--- src/rtl/rope_array_controller_if.sv ---
// Bus bundle between game logic / VGA mux (master) and the rope engine (slave).
interface rope_array_controller_if #(
  parameter int ROPES = 6
);
  logic                   startOfFrame;
  logic [10:0]            pixelX;
  logic [10:0]            pixelY;
  logic                   freeze;
  logic [ROPES-1:0]       dirToggle;
  logic [ROPES-1:0]       electroTrig;
  logic [ROPES-1:0][3:0]  speedMag;
  logic                   monkeyDR;
  logic [ROPES-1:0]       ropeDR;
  logic                   anyRopeDR;
  logic [7:0]             ropeRGB;
  logic [ROPES-1:0][1:0]  electroStatus;
  logic [ROPES-1:0][10:0] ropeX;
  logic                   shockHit;
  logic [3:0]             shockRope;

  modport master (
    output startOfFrame, pixelX, pixelY, freeze, dirToggle, electroTrig, speedMag, monkeyDR,
    input  ropeDR, anyRopeDR, ropeRGB, electroStatus, ropeX, shockHit, shockRope
  );

  modport slave (
    input  startOfFrame, pixelX, pixelY, freeze, dirToggle, electroTrig, speedMag, monkeyDR,
    output ropeDR, anyRopeDR, ropeRGB, electroStatus, ropeX, shockHit, shockRope
  );
endinterface

--- src/rtl/rope_array_controller.sv ---
// N-rope engine: bounded self-reversing swing, per-rope electrification FSM,
// merged rope layer for the VGA mux and frame-sticky monkey shock detection.
module rope_array_controller #(
  parameter int         ROPES       = 6,
  parameter int         LEFT_ROPES  = 3,
  parameter int         LEFT_X0     = 100,
  parameter int         RIGHT_X0    = 400,
  parameter int         SPACING     = 32,
  parameter int         SWING       = 16,
  parameter int         TOP_Y       = 80,
  parameter int         ROPE_LEN    = 240,
  parameter int         ROPE_W      = 4,
  parameter int         WARN_FRAMES = 60,
  parameter int         LIVE_FRAMES = 120,
  parameter int         COOL_FRAMES = 30,
  parameter logic [7:0] RGB_IDLE    = 8'hB4,
  parameter logic [7:0] RGB_WARN    = 8'hFC,
  parameter logic [7:0] RGB_LIVE    = 8'hFF
) (
  input  logic                   clk,
  input  logic                   reset,
  rope_array_controller_if.slave bus
);

  typedef enum logic [1:0] {
    E_OFF  = 2'd0,
    E_WARN = 2'd1,
    E_LIVE = 2'd2,
    E_COOL = 2'd3
  } estate_t;

  localparam logic [7:0]         WARN_LAST = 8'(WARN_FRAMES - 1);
  localparam logic [7:0]         LIVE_LAST = 8'(LIVE_FRAMES - 1);
  localparam logic [7:0]         COOL_LAST = 8'(COOL_FRAMES - 1);
  localparam logic signed [11:0] W_M1      = 12'(ROPE_W - 1);
  localparam logic [10:0]        Y_LO      = 11'(TOP_Y);
  localparam logic [10:0]        Y_HI      = 11'(TOP_Y + ROPE_LEN - 1);

  function automatic int home_x(input int i);
    return (i < LEFT_ROPES) ? LEFT_X0 + i * SPACING
                            : RIGHT_X0 + (i - LEFT_ROPES) * SPACING;
  endfunction

  function automatic logic signed [11:0] sat_x(input logic signed [11:0] v,
                                               input logic signed [11:0] lo,
                                               input logic signed [11:0] hi);
    if (v > hi) return hi;
    if (v < lo) return lo;
    return v;
  endfunction

  // WARN blinks on bit 3 of the in-state frame counter.
  function automatic logic [7:0] rope_colour(input estate_t st, input logic [7:0] cnt);
    case (st)
      E_WARN:  return cnt[3] ? RGB_WARN : RGB_IDLE;
      E_LIVE:  return RGB_LIVE;
      default: return RGB_IDLE;
    endcase
  endfunction

  logic                     adv;
  logic signed [11:0]       x_lo     [ROPES];
  logic signed [11:0]       x_hi     [ROPES];
  logic signed [11:0]       x_q      [ROPES];
  logic signed [11:0]       cand     [ROPES];
  logic signed [11:0]       x_nxt    [ROPES];
  logic [ROPES-1:0]         left_q;
  logic [ROPES-1:0]         left_nxt;
  logic [ROPES-1:0]         dir_eff;
  logic [ROPES-1:0]         dpend_q;
  logic [ROPES-1:0]         epend_q;
  logic [ROPES-1:0]         trig_eff;
  estate_t                  st_q     [ROPES];
  estate_t                  st_nxt   [ROPES];
  logic [7:0]               cnt_q    [ROPES];
  logic [7:0]               cnt_nxt  [ROPES];
  logic [7:0]               colour   [ROPES];
  logic [ROPES-1:0]         is_live;

  logic signed [11:0]       px;
  logic                     y_in;
  logic [ROPES-1:0]         hit;
  logic [ROPES-1:0]         live_hit;
  logic [7:0]               rgb_sel;

  logic [ROPES-1:0]         hit_p1;
  logic [ROPES-1:0]         live_p1;
  logic [7:0]               rgb_p1;
  logic                     mon_p1;
  logic [3:0]               low_idx;
  logic                     shock_p2;
  logic [3:0]               rope_p2;

  assign adv      = bus.startOfFrame & ~bus.freeze;
  assign trig_eff = epend_q | bus.electroTrig;

  for (genvar g = 0; g < ROPES; g++) begin : g_rope
    assign x_lo[g]              = 12'(home_x(g) - SWING);
    assign x_hi[g]              = 12'(home_x(g) + SWING);
    assign bus.ropeX[g]         = x_q[g][10:0];
    assign bus.electroStatus[g] = st_q[g];
  end

  // Swing step; a bound reversal overrides any toggle applied this frame.
  always_comb begin
    for (int i = 0; i < ROPES; i++) begin
      dir_eff[i]  = left_q[i] ^ (dpend_q[i] | bus.dirToggle[i]);
      cand[i]     = dir_eff[i] ? x_q[i] - $signed({8'd0, bus.speedMag[i]})
                               : x_q[i] + $signed({8'd0, bus.speedMag[i]});
      x_nxt[i]    = sat_x(cand[i], x_lo[i], x_hi[i]);
      left_nxt[i] = (cand[i] > x_hi[i]) ? 1'b1 :
                    (cand[i] < x_lo[i]) ? 1'b0 : dir_eff[i];
    end
  end

  // Frame stage: position, direction and pending requests
  always_ff @(posedge clk) begin
    if (reset) begin
      for (int i = 0; i < ROPES; i++) x_q[i] <= 12'(home_x(i));
      left_q  <= '0;
      dpend_q <= '0;
      epend_q <= '0;
    end else begin
      dpend_q <= adv ? '0 : (dpend_q | bus.dirToggle);
      epend_q <= adv ? '0 : (epend_q | bus.electroTrig);
      if (adv) begin
        for (int i = 0; i < ROPES; i++) x_q[i] <= x_nxt[i];
        left_q <= left_nxt;
      end
    end
  end

  always_ff @(posedge clk) begin
    if (reset) begin
      for (int i = 0; i < ROPES; i++) begin
        st_q[i]  <= E_OFF;
        cnt_q[i] <= '0;
      end
    end else begin
      for (int i = 0; i < ROPES; i++) begin
        st_q[i]  <= st_nxt[i];
        cnt_q[i] <= cnt_nxt[i];
      end
    end
  end

  // Triggers arriving outside OFF are dropped when the pending bit is consumed.
  always_comb begin
    for (int i = 0; i < ROPES; i++) begin
      st_nxt[i]  = st_q[i];
      cnt_nxt[i] = cnt_q[i];
      if (adv) begin
        case (st_q[i])
          E_OFF: begin
            if (trig_eff[i]) begin
              st_nxt[i]  = E_WARN;
              cnt_nxt[i] = '0;
            end
          end
          E_WARN: begin
            if (cnt_q[i] == WARN_LAST) begin
              st_nxt[i]  = E_LIVE;
              cnt_nxt[i] = '0;
            end else begin
              cnt_nxt[i] = cnt_q[i] + 8'd1;
            end
          end
          E_LIVE: begin
            if (cnt_q[i] == LIVE_LAST) begin
              st_nxt[i]  = E_COOL;
              cnt_nxt[i] = '0;
            end else begin
              cnt_nxt[i] = cnt_q[i] + 8'd1;
            end
          end
          default: begin
            if (cnt_q[i] == COOL_LAST) begin
              st_nxt[i]  = E_OFF;
              cnt_nxt[i] = '0;
            end else begin
              cnt_nxt[i] = cnt_q[i] + 8'd1;
            end
          end
        endcase
      end
    end
  end

  always_comb begin
    for (int i = 0; i < ROPES; i++) begin
      colour[i]  = rope_colour(st_q[i], cnt_q[i]);
      is_live[i] = (st_q[i] == E_LIVE);
    end
  end

  assign px   = $signed({1'b0, bus.pixelX});
  assign y_in = (bus.pixelY >= Y_LO) && (bus.pixelY <= Y_HI);

  // Lowest index wins the merged colour.
  always_comb begin
    rgb_sel = '0;
    for (int i = 0; i < ROPES; i++) begin
      hit[i]      = y_in && (px >= x_q[i]) && (px <= x_q[i] + W_M1);
      live_hit[i] = hit[i] && is_live[i];
    end
    for (int i = ROPES - 1; i >= 0; i--) begin
      if (hit[i]) rgb_sel = colour[i];
    end
  end

  // Pixel stage p1: registered drawing requests and shock candidates
  always_ff @(posedge clk) begin
    if (reset) begin
      hit_p1  <= '0;
      live_p1 <= '0;
      rgb_p1  <= '0;
      mon_p1  <= 1'b0;
    end else begin
      hit_p1  <= hit;
      live_p1 <= live_hit;
      rgb_p1  <= rgb_sel;
      mon_p1  <= bus.monkeyDR;
    end
  end

  always_comb begin
    low_idx = '0;
    for (int i = ROPES - 1; i >= 0; i--) begin
      if (live_p1[i]) low_idx = 4'(i);
    end
  end

  // Shock stage p2: first overlap of the frame is kept; frame start clears
  always_ff @(posedge clk) begin
    if (reset || bus.startOfFrame) begin
      shock_p2 <= 1'b0;
      rope_p2  <= '0;
    end else if (mon_p1 && (|live_p1) && !shock_p2) begin
      shock_p2 <= 1'b1;
      rope_p2  <= low_idx;
    end
  end

  assign bus.ropeDR    = hit_p1;
  assign bus.anyRopeDR = |hit_p1;
  assign bus.ropeRGB   = rgb_p1;
  assign bus.shockHit  = shock_p2;
  assign bus.shockRope = rope_p2;

endmodule

--- src/flat_wrapper.sv ---
// flat-port wrapper written by rule: the top's interface ports become plain ports
module rope_array_controller_flat 
#(
  parameter int         ROPES       = 6,
  parameter int         LEFT_ROPES  = 3,
  parameter int         LEFT_X0     = 100,
  parameter int         RIGHT_X0    = 400,
  parameter int         SPACING     = 32,
  parameter int         SWING       = 16,
  parameter int         TOP_Y       = 80,
  parameter int         ROPE_LEN    = 240,
  parameter int         ROPE_W      = 4,
  parameter int         WARN_FRAMES = 60,
  parameter int         LIVE_FRAMES = 120,
  parameter int         COOL_FRAMES = 30,
  parameter logic [7:0] RGB_IDLE    = 8'hB4,
  parameter logic [7:0] RGB_WARN    = 8'hFC,
  parameter logic [7:0] RGB_LIVE    = 8'hFF
)
  (clk, reset, bus_startOfFrame, bus_pixelX, bus_pixelY, bus_freeze, bus_dirToggle, bus_electroTrig, bus_speedMag, bus_monkeyDR, bus_ropeDR, bus_anyRopeDR, bus_ropeRGB, bus_electroStatus, bus_ropeX, bus_shockHit, bus_shockRope);
  rope_array_controller_if #(.ROPES(ROPES)) bus_i ();
  input  logic clk;
  input  logic reset;
  input wire logic [$bits(bus_i.startOfFrame)-1:0] bus_startOfFrame;
  input wire logic [$bits(bus_i.pixelX)-1:0] bus_pixelX;
  input wire logic [$bits(bus_i.pixelY)-1:0] bus_pixelY;
  input wire logic [$bits(bus_i.freeze)-1:0] bus_freeze;
  input wire logic [$bits(bus_i.dirToggle)-1:0] bus_dirToggle;
  input wire logic [$bits(bus_i.electroTrig)-1:0] bus_electroTrig;
  input wire logic [$bits(bus_i.speedMag)-1:0] bus_speedMag;
  input wire logic [$bits(bus_i.monkeyDR)-1:0] bus_monkeyDR;
  output wire logic [$bits(bus_i.ropeDR)-1:0] bus_ropeDR;
  output wire logic [$bits(bus_i.anyRopeDR)-1:0] bus_anyRopeDR;
  output wire logic [$bits(bus_i.ropeRGB)-1:0] bus_ropeRGB;
  output wire logic [$bits(bus_i.electroStatus)-1:0] bus_electroStatus;
  output wire logic [$bits(bus_i.ropeX)-1:0] bus_ropeX;
  output wire logic [$bits(bus_i.shockHit)-1:0] bus_shockHit;
  output wire logic [$bits(bus_i.shockRope)-1:0] bus_shockRope;
  assign bus_i.startOfFrame = bus_startOfFrame;
  assign bus_i.pixelX = bus_pixelX;
  assign bus_i.pixelY = bus_pixelY;
  assign bus_i.freeze = bus_freeze;
  assign bus_i.dirToggle = bus_dirToggle;
  assign bus_i.electroTrig = bus_electroTrig;
  assign bus_i.speedMag = bus_speedMag;
  assign bus_i.monkeyDR = bus_monkeyDR;
  assign bus_ropeDR = bus_i.ropeDR;
  assign bus_anyRopeDR = bus_i.anyRopeDR;
  assign bus_ropeRGB = bus_i.ropeRGB;
  assign bus_electroStatus = bus_i.electroStatus;
  assign bus_ropeX = bus_i.ropeX;
  assign bus_shockHit = bus_i.shockHit;
  assign bus_shockRope = bus_i.shockRope;
  rope_array_controller #(.ROPES(ROPES), .LEFT_ROPES(LEFT_ROPES), .LEFT_X0(LEFT_X0), .RIGHT_X0(RIGHT_X0), .SPACING(SPACING), .SWING(SWING), .TOP_Y(TOP_Y), .ROPE_LEN(ROPE_LEN), .ROPE_W(ROPE_W), .WARN_FRAMES(WARN_FRAMES), .LIVE_FRAMES(LIVE_FRAMES), .COOL_FRAMES(COOL_FRAMES), .RGB_IDLE(RGB_IDLE), .RGB_WARN(RGB_WARN), .RGB_LIVE(RGB_LIVE)) u_core (.clk(clk), .reset(reset), .bus(bus_i));
endmodule
--- config.mk ---
export PLATFORM = sky130hd
export DESIGN_NAME = rope_array_controller_flat
export DESIGN_NICKNAME = d
export VERILOG_FILES = /design/src/rtl/rope_array_controller_if.sv /design/src/rtl/rope_array_controller.sv /design/src/flat_wrapper.sv
export SDC_FILE = /design/constraint.sdc
export NUM_CORES = 1
export LEC_CHECK = 0
export ABC_AREA = 1
export CAP_MARGIN = 0
export CORE_ASPECT_RATIO = 1.4
export CORE_UTILIZATION = 36
export DETAILED_ROUTE_END_ITERATION = 12
export PLACE_DENSITY = 0.54
export SETUP_SLACK_MARGIN = 0.3
export SYNTH_ARGS = -nofsm -noshare
export SYNTH_HDL_FRONTEND = slang
export SYNTH_SLANG_ARGS = --single-unit
--- constraint.sdc ---
create_clock -name clk -period 12.3 [get_ports clk]
set_input_delay 3.69 -clock clk [delete_from_list [all_inputs] [get_ports clk]]
set_output_delay 3.69 -clock clk [all_outputs]
set_load 0.01 [all_outputs]
# --- Word-level counts from Yosys, hierarchy flattened ---
# Memory sizes are Yosys's and may differ from the RTL's.
# Index checks and enable logic that the tools add are counted.
op_classes:
  n_bitwise: 34
  n_addsub: 24
  n_reduce_logical: 32
  n_mux: 180
  n_lt_le_gt_ge: 26
  n_eq_ne: 30
op_table:
  columns: ["operator", "count"]
  rows:
  - ["12-bit 2-to-1 mux", 36]
  - ["8-bit 2-to-1 mux", 42]
  - ["8-bit case mux with 3 select lines", 6]
  - ["8-bit case mux with 2 select lines", 6]
  - ["12-bit by 3-bit adder with 12-bit output, second input constant", 6]
  - ["12-bit by 5-bit adder with 12-bit output", 6]
  - ["12-bit greater-or-equal comparator", 6]
  - ["12-bit <= comparator", 6]
  - ["2-bit 2-to-1 mux", 36]
  - ["12-bit by 5-bit subtractor with 12-bit output", 6]
  - ["8-bit by 1-bit adder with 8-bit output, second input constant", 6]
  - ["8-bit by 5-bit equality test with 1-bit output, second input constant", 6]
  - ["8-bit by 6-bit equality test with 1-bit output, second input constant", 6]
  - ["8-bit by 7-bit equality test with 1-bit output, second input constant", 6]
  - ["7-bit 2-to-1 mux", 6]
  - ["12-bit by 10-bit greater-than comparator with 1-bit output, second input constant", 3]
  - ["12-bit by 10-bit < comparator with 1-bit output, second input constant", 3]
  - ["1-bit 2-to-1 mux", 36]
  - ["2-bit case mux with 3 select lines", 6]
  - ["12-bit by 9-bit greater-than comparator with 1-bit output, second input constant", 2]
  - ["12-bit by 8-bit < comparator with 1-bit output, second input constant", 2]
  - ["1-bit bitwise OR", 24]
  - ["1-bit logical AND", 21]
  - ["3-bit 2-to-1 mux", 6]
  - ["other kinds (15)", 37]
word_totals:
  elab_cells: 338
  ram_bits: 132
  regBits: 44
  n_memories: 3
memory_table:
  columns: ["name", "depth", "word_bits", "read_ports", "rd_ports_with_merged_regs", "wr", "line_no", "rtl"]
  rows:
  - ["u_core.x_q", 6, 12, 6, 0, 6, "rope_array_controller.sv:64", "logic signed [11:0] x_q [ROPES];"]
  - ["u_core.cnt_q", 6, 8, 6, 0, 6, "rope_array_controller.sv:75", "logic [7:0] cnt_q [ROPES];"]
  - ["u_core.st_q", 6, 2, 6, 0, 6, "rope_array_controller.sv:73", "estate_t st_q [ROPES];"]

# --- Logic depth before layout (Yosys ltp) ---
# Gate-level depths: netlist of run 1.
logic_depth:
  ltp_word: 10
  ltp_mapped: 26

# --- Least setup slack after synthesis of run 1 ---
# OpenSTA, ideal clock, no wires.
synth_path:
  kind: "input to register"
  from: "input port reset"
  to: "memory u_core.x_q[0][0], enable pin"
  t_required_ns: 11.836
  cell_stages: 4
  arrival_time_ns: 6.269
  slack_ns: 5.566
  cell_sequence: "clkbuf_1 -> nor2_1 -> inv_1 -> buf_1"
synth_rtl:
  columns: ["element", "line_no", "rtl"]
  rows:
  - ["start: declaration", "flat_wrapper.sv:23", "input logic reset;"]
  - ["end: declaration", "rope_array_controller.sv:64", null]

==> results of run 1 <==
report_power, final:
| part | total [mW] | internal, mW | switching (mW) |
|---|---|---|---|
| clock | 0.542 | 0.287 | 0.255 |
| sequential | 0.684 | 0.632 | 0.0522 |
| combinational | 1.24 | 0.478 | 0.762 |
| total | 2.47 | 1.40 | 1.07 |
through the flow:
step | worst slack, ps | hold WS [ps] | area, um2 | cells
2_1_floorplan | 5570 | 437 | 16800 | 2329
3_3_place_gp | 5100 | 444 | 18600 | 3021
3_5_place_dp | 5060 | 452 | 18600 | 3021
4_1_cts | 5540 | 464 | 19200 | 3053
5_1_grt | 5200 | 484 | 19200 | 3053
6_report | 5570 | 462 | 19200 | 3053
cell type report:
class / instances / area, um2
multi-input cells: 1710 / 10700
clock buffers: 20 / 478
repair buffers: 160 / 1590
clock inverters: 12 / 97.6
well taps: 611 / 764
flip-flops and latches: 170 / 4120
inverters: 370 / 1390
fillers: 4722 / 26200
state kept, by name, summed over array words and instances, names as in the netlist:
| name | flops |
|---|---|
| u_core.dpend_q | 6 |
| u_core.bus.ropeRGB | 3 |
| u_core.bus.ropeDR | 6 |
| u_core.bus.shockHit | 1 |
| u_core.cnt_q | 48 |
| u_core.st_q | 12 |
| u_core.mon_p1 | 1 |
| u_core.x_q | 72 |
| u_core.live_p1 | 6 |
| u_core.bus.shockRope | 3 |
| u_core.left_q | 6 |
| u_core.epend_q | 6 |
cell usage after synthesis (3+ instances only):
| library cell | instances |
|---|---|
| a211o_1 | 4 |
| a211oi_1 | 13 |
| a21boi_0 | 3 |
| a21o_1 | 10 |
| a21oi_1 | 157 |
| a21oi_2 | 4 |
| a31oi_1 | 11 |
| buf_4 | 72 |
| clkbuf_1 | 5 |
| dfxtp_1 | 98 |
| edfxtp_1 | 72 |
| fa_1 | 6 |
| ha_1 | 255 |
| inv_1 | 367 |
| inv_2 | 3 |
| nand2_1 | 442 |
| nand2_2 | 10 |
| nand3_1 | 114 |
| nand3_2 | 9 |
| nand3b_1 | 7 |
| nand4_1 | 54 |
| nor2_1 | 207 |
| nor2_2 | 6 |
| nor3_1 | 62 |
| nor3b_1 | 3 |
| nor4_1 | 14 |
| o21a_1 | 5 |
| o21ai_0 | 84 |
| o21ai_1 | 4 |
| o21bai_1 | 15 |
| o22ai_1 | 5 |
| or2_1 | 3 |
| or2_2 | 13 |
| xnor2_1 | 17 |
| xor2_1 | 113 |
| xor2_2 | 4 |
worst paths after layout:
kind         slack (ps)  depth (start not counted)         startpoint               endpoint
max                5570                         18    bus_speedMag[8]      u_core.x_q[0][26]
min reg2reg         460                          2  u_core.epend_q[5]      u_core.epend_q[5]
max reg2reg        8830                         18  u_core.x_q[0][49]  u_core.bus.ropeRGB[6]
min                 460                          2  u_core.epend_q[5]      u_core.epend_q[5]
cell families after synthesis:
group	after synthesis
AND/OR/NAND/NOR	950
buffers and inverters	449
AO/OA/AOI/OAI	331
adder cells (fa/ha/maj)	261
flip-flops	170
XOR/XNOR	134
other	2
routing by layer:
layer | share of wire, % | wire, um | vias up
met5 | 0.026 | 11 | -
met4 | 2.6 | 1100 | 2
met3 | 3.8 | 1600 | 59
met2 | 50 | 21300 | 242
met1 | 43 | 18500 | 6642
li1 | - | - | 7750
worst min-delay path, delay by kind of cell, from the launching register on:
family | cells | cell delay [ps]
compound gates | 1 | 60
buf+inv | 1 | 60
flops | 1 | 300
==> metrics.md, run 1 <==
| Metric | Value |
|---|---|
| Worst skew pair latency | `450 ps` |
| Flops & latches, synth | `170` |
| Maximum root-to-sink buffer count | `2` |
| Register area share after synthesis | `24.7%` |
| Tightest Pin Transition | `920 ps` |
| Initial core utilization | `a little under two fifths` |
| Met3 Use GR | `2.80%` |
| PD cells | `129 nW/um2` |
| Post-synth EDFFs | `72` |
| CP max stage cell | `o31ai_1` |
| RSZ-0062 raised after global routing | `false` |
| CTS tree | `built` |
| DRT Pass-1 Iters | `6` |
| Critical path class | `input pin to register` |
| Synth Area in Compound Gates | `about 11%` |
| Mean Syn Cell Area | `7.26 um2` |
| Die ar. | `47,200 um2` |
| Max-cap viol count | `0` |
| Final Hold Viols | `0` |
| Worst slew margin | `38.5%` |
| Detailed router's first-iteration violation count | `633` |
| Final net count | `roughly 2,800` |
| Layout cell share with drive strength beyond 1 | `3.93%` |
| Crit-path leading delay family | `compound AO/OA/AOI/OAI gates` |
| Hold/Removal Path Class | `register to register` |
| P_leak | `8.97 nW` |
| CTS sink count | `170` |
| Total design power | `about 2.5 mW` |
| Row count | `92` |
| Port buffer count | `between 150 and 200` |
| Period minus WS final | `6730 ps` |
| CP Buf/Inv Count | `4` |
| GRT Max-Usage Layer | `met2` |
| Commonest non-fill, non-tap cell in the layout | `nand2_1` |
| Adder-Cell Fraction of Synth Area | `19.9%` |
| GR Overflow Total | `0` |
| Top cells by area, synth | `ha_1, edfxtp_1, dfxtp_1` |
| Post-synth top area cell | `ha_1` |
| Status | `completed` |
| Residual DRC | `0` |
| Crit share post-route | `54.7%` |
| Fin util | `a little over two fifths` |
| Post-synthesis simple-gate area fraction | `about a quarter` |
| Initial antenna violation count | `1` |
| Mapped Area | `16,700 um2` |
| Ys flop type | `dfxtp_1` |
| Die Y | `257 um` |
| Via-per-instance ratio | `about 4.8` |
| GR Util met2 | `33.6%` |
| Most frequent cells in the layout | `nand2_1, inv_1, ha_1` |
| H-tree levels | `4` |
| Main combinational cell family by area after synthesis | `simple AND/OR/NAND/NOR gates` |
| GP Congestion | `0.893` |
| Synth Area in XOR/XNOR | `7.22%` |
| Ys async rst share | `0%` |
| Largest net degree at the start of global routing | `50` |
| # IOs | `161` |
| Final setup violation count | `0` |
| Num CTS Buffers | `17` |
| Post-DP HPWL | `34,200 um` |
| Crit path top cell by count | `nand3_2` |
| Global-route usage over all layers | `between 10% and 20%` |
| DR WL/cell | `between 10 and 15 um` |
| First-pass GRT wire length | `between 60,000 and 70,000 um` |
| Final Routed Wirelength | `42,500 um` |
| Yosys warns | `0` |
| DR vias | `14,700` |
| CTS resizes | `0` |
| GR Layer Usage met1 | `21.1%` |
| Root buffer cell | `clkbuf_16` |
| Worst EP required | `12,510 ps` |
| Crit-path max cell delay | `620 ps` |
| Post-Syn Instances | `2,297` |
| Synth top area share | `19.1%` |
| Core Footprint | `45,400 um2` |
| Hold_buf cts | `0` |
| Area Growth Syn to Fin | `14.9%` |
| Max Fclk | `149 MHz` |
| Slew Viols, Final | `0` |
| Mux cell area share after synthesis | `0%` |
| Clock skew | `10.7 ps` |
| Vias in the first global route | `14,400` |
| CP startpoint kind | `input pin` |
| Aggregate negative setup slack | `0 ps` |
| Clock slew at reported path FFs | `70 ps` |
| Netlist cell types | `53` |
| CP Capture Type | `register` |
| Worst path arrival time | `6940 ps` |
| Post-CTS setup buffer count | `0` |
| Worst vdd ir | `roughly 67 uV` |
| Die W | `184 um` |
| Routed Antenna Nets | `0` |
| Max Fanout on Critical Path | `5` |
| Antenna Cells | `0` |
| Crit-path cells | `clkdlybuf4s50_1 > inv_1 > ha_1 > inv_1 > o31ai_1 > ha_1 > a21oi_1 > o21a_1 > nand2_4 > a21oi_4 > xor2_2 > nand2_2 > nor2_4 > nand3_2 > nand3_2 > nand2_1 > inv_2 > nand3_2` |
(Power assumes the default switching activity.)
==> run 2: changes to the inputs <==
==> constraint.sdc (replaced) <==
create_clock -name clk -period 6.5 [get_ports clk]
set_input_delay 1.95 -clock clk [delete_from_list [all_inputs] [get_ports clk]]
set_output_delay 1.95 -clock clk [all_outputs]
set_load 0.01 [all_outputs]
==> run 2 against run 1 <==
- setup slack lost 4000 ps
- wire length grew 1.1%
- utilization is essentially flat
- combinational power grew 90%
- sequential power grew 89%
- global-route usage grew 0.081 points
- highest routed layer is now met4
==> metrics.md, run 2 (synthesis results as in run 1) <==
| Metric | Value |
|---|---|
| Post-CTS setup buffer count | `0 (unchanged)` |
| RSZ-0062 raised after global routing | `false` |
| CP max stage cell | `clkdlybuf4s50_1` |
| Final Routed Wirelength | `43,000 um (+1.1%)` |
| Maximum root-to-sink buffer count | `2 (unchanged)` |
| CP Capture Type | `register` |
| Hold/Removal Path Class | `register to register` |
| Worst slew margin | `43.3% (+4.8 points)` |
| GP Congestion | `0.904 (+1.3%)` |
| Area Growth Syn to Fin | `15.0% (about the same)` |
| Slew Viols, Final | `0 (unchanged)` |
| Status | `completed` |
| Crit share post-route | `76.5%` |
| Core Footprint | `45,400 um2 (unchanged)` |
| Crit-path cells | `clkdlybuf4s50_1 > nor2_2 > xor2_2 > inv_1 > nor2_1 > xor2_1 > ha_1 > nand2_2 > nand3_2 > nand2_1 > nand3_2 > a21oi_2 > xor2_1 > nand2_1 > nor2_2 > nand3_1 > a21oi_1 > o21ai_0` |
| Biggest regs | `u_core.x_q (72), u_core.cnt_q (48), u_core.st_q (12)` |
| Worst path arrival time | `5160 ps (-1780 ps)` |
| P_leak | `8.98 nW (+0.10%)` |
| GR Layer Usage met1 | `21.4% (+0.25 points)` |
| First-pass GRT wire length | `69,600 um (+0.65%)` |
| Clock slew at reported path FFs | `80 ps (about the same)` |
| PD cells | `244 nW/um2 (+89%)` |
| Die W | `184 um (unchanged)` |
| CTS tree | `built` |
| Max-cap viol count | `0 (unchanged)` |
| Worst EP required | `6690 ps (-5820 ps)` |
| Max reg flops | `72 (unchanged)` |
| Hold_buf cts | `0 (unchanged)` |
| CTS resizes | `0 (unchanged)` |
| Final net count | `2,755 (+0.073%)` |
| H-tree levels | `4 (unchanged)` |
| Final setup violation count | `0 (unchanged)` |
| Port buffer count | `155 (unchanged)` |
| Worst skew pair latency | `450 ps (about the same)` |
| Antenna Cells | `0 (unchanged)` |
| Die Y | `257 um (unchanged)` |
| Die ar. | `47,200 um2 (unchanged)` |
| Worst Hold End | `u_core.epend_q[5]` |
| Worst Hold Depth | `2 (unchanged)` |
| Row count | `92 (unchanged)` |
| Hold_sp | `u_core.epend_q[5]` |
| Worst vdd ir | `134 uV (+100%)` |
| Most frequent cells in the layout | `nand2_1, inv_1, ha_1` |
| Commonest non-fill, non-tap cell in the layout | `nand2_1` |
| Num CTS Buffers | `17 (unchanged)` |
| Root buffer cell | `clkbuf_16` |
| Worst R2R Setup Slack | `2940 ps (-5890 ps)` |
| Filler instances | `4,728 (+0.13%)` |
| GRT Max-Usage Layer | `met2` |
| CTS sink count | `170 (unchanged)` |
| Worst r2r path cells | `18 (unchanged)` |
| Initial core utilization | `36.7% (unchanged)` |
| Largest reg by FF count | `u_core.x_q` |
| Layout cell share with drive strength beyond 1 | `4.01% (+0.079 points)` |
| Initial antenna violation count | `0 (-1)` |
| Global-route usage over all layers | `18.4% (+0.081 points)` |
| Largest net degree at the start of global routing | `50 (unchanged)` |
| R2r endpoint | `u_core.bus.ropeRGB[6]` |
| Post-DP HPWL | `34,500 um (+0.93%)` |
| FF-to-FF Start | `u_core.x_q[0][49]` |
| Critical path class | `input pin to register` |
| Worst hold margin | `460 ps (-1.98 ps)` |
| Met3 Use GR | `3.05% (+0.26 points)` |
| Detailed router's first-iteration violation count | `641 (+1.3%)` |
| Vias in the first global route | `14,400 (+0.014%)` |
| DR WL/cell | `14.1 um (+1.0%)` |
| GR Overflow Total | `0 (unchanged)` |
| Aggregate negative setup slack | `0 ps (unchanged)` |
| Routed Antenna Nets | `0 (unchanged)` |
| Clock skew | `10.3 ps (-0.383 ps)` |
| Placed Instances | `3,023 (+0.066%)` |
| Period minus WS final | `4970 ps` |
| Residual DRC | `0 (unchanged)` |
| Tightest Pin Transition | `848 ps (-72.0 ps)` |
| Non-Filler Instances | `3,055 (+0.066%)` |
| Final Hold Viols | `0 (unchanged)` |
| DRT Pass-1 Iters | `5 (-1)` |
| Via-per-instance ratio | `4.81 (about the same)` |
| # IOs | `161 (unchanged)` |
| GR Util met2 | `34.0% (+0.44 points)` |
| Max Fclk | `201 MHz` |
| Max Fanout on Critical Path | `6 (+1)` |
| Crit-path max cell delay | `440 ps (-180 ps)` |
| DR vias | `14,700 (+0.075%)` |
| CP startpoint kind | `input pin` |
==> run 2: through the flow <==
stage	setup WS [ps]	cell area [um2]	power (mW)	utilization, %
finish	1530	19200	4.67	42.3
floorplan	1510	16800	3.12	-
global route	1200	19200	5.11	42.3
detailed placement	1030	18600	3.67	41.0
CTS	1510	19200	4.73	42.3
global placement	1060	18600	3.64	41.0
==> run 2: worst max-delay path: cells and delay by family <==
family | cells | cell delay [ps]
AO/OA/AOI/OAI | 3 | 470
XOR/XNOR | 3 | 680
adder cells (fa/ha/maj) | 1 | 330
buffers and inverters | 2 | 620
AND/OR/NAND/NOR | 9 | 1110
==> run 2: how the worst max path moves through the flow <==
| stage | start | endpoint | slack (ps) | depth (start not counted) |
|---|---|---|---|---|
| final | bus_dirToggle[0] | u_core.x_q[0][5] | 1530 | 18 |
| after global routing | bus_dirToggle[0] | u_core.x_q[0][5] | 1200 | 18 |
| after CTS | bus_speedMag[8] | u_core.x_q[0][26] | 1510 | 18 |
| after detailed placement | bus_speedMag[8] | u_core.x_q[0][26] | 1030 | 18 |
| after global placement | bus_speedMag[8] | u_core.x_q[0][26] | 1060 | 18 |
| after floorplan | reset | u_core.x_q[0][0] | 1510 | 4 |
==> run 2: layer usage <==
| layer | up-vias | part of all wire (%) |
|---|---|---|
| li1 | 7762 | - |
| met1 | 6673 | 44 |
| met2 | 219 | 50 |
| met3 | 52 | 3.7 |
| met4 | 0 | 1.9 |
| met5 | - | 0 |
==> run 2: power breakdown <==
| part | internal, mW | leakage, nW | switching [mW] |
|---|---|---|---|
| sequential | 1.20 | 1.51 | 0.0986 |
| clock | 0.544 | 0.291 | 0.488 |
| combinational | 0.907 | 7.17 | 1.44 |
==> run 2: final cells by class <==
type | count | area, um2 | share of cell area [%]
Clock inverter | 12 | 100 | 0.522
Sequential cell | 170 | 4120 | 21.5
Timing Repair Buffer | 162 | 1600 | 8.37
Inverter | 370 | 1390 | 7.26
Clock buffer | 20 | 478 | 2.49
Multi-Input combinational cell | 1710 | 10700 | 55.9
Tap cell | 611 | 764 | 3.99
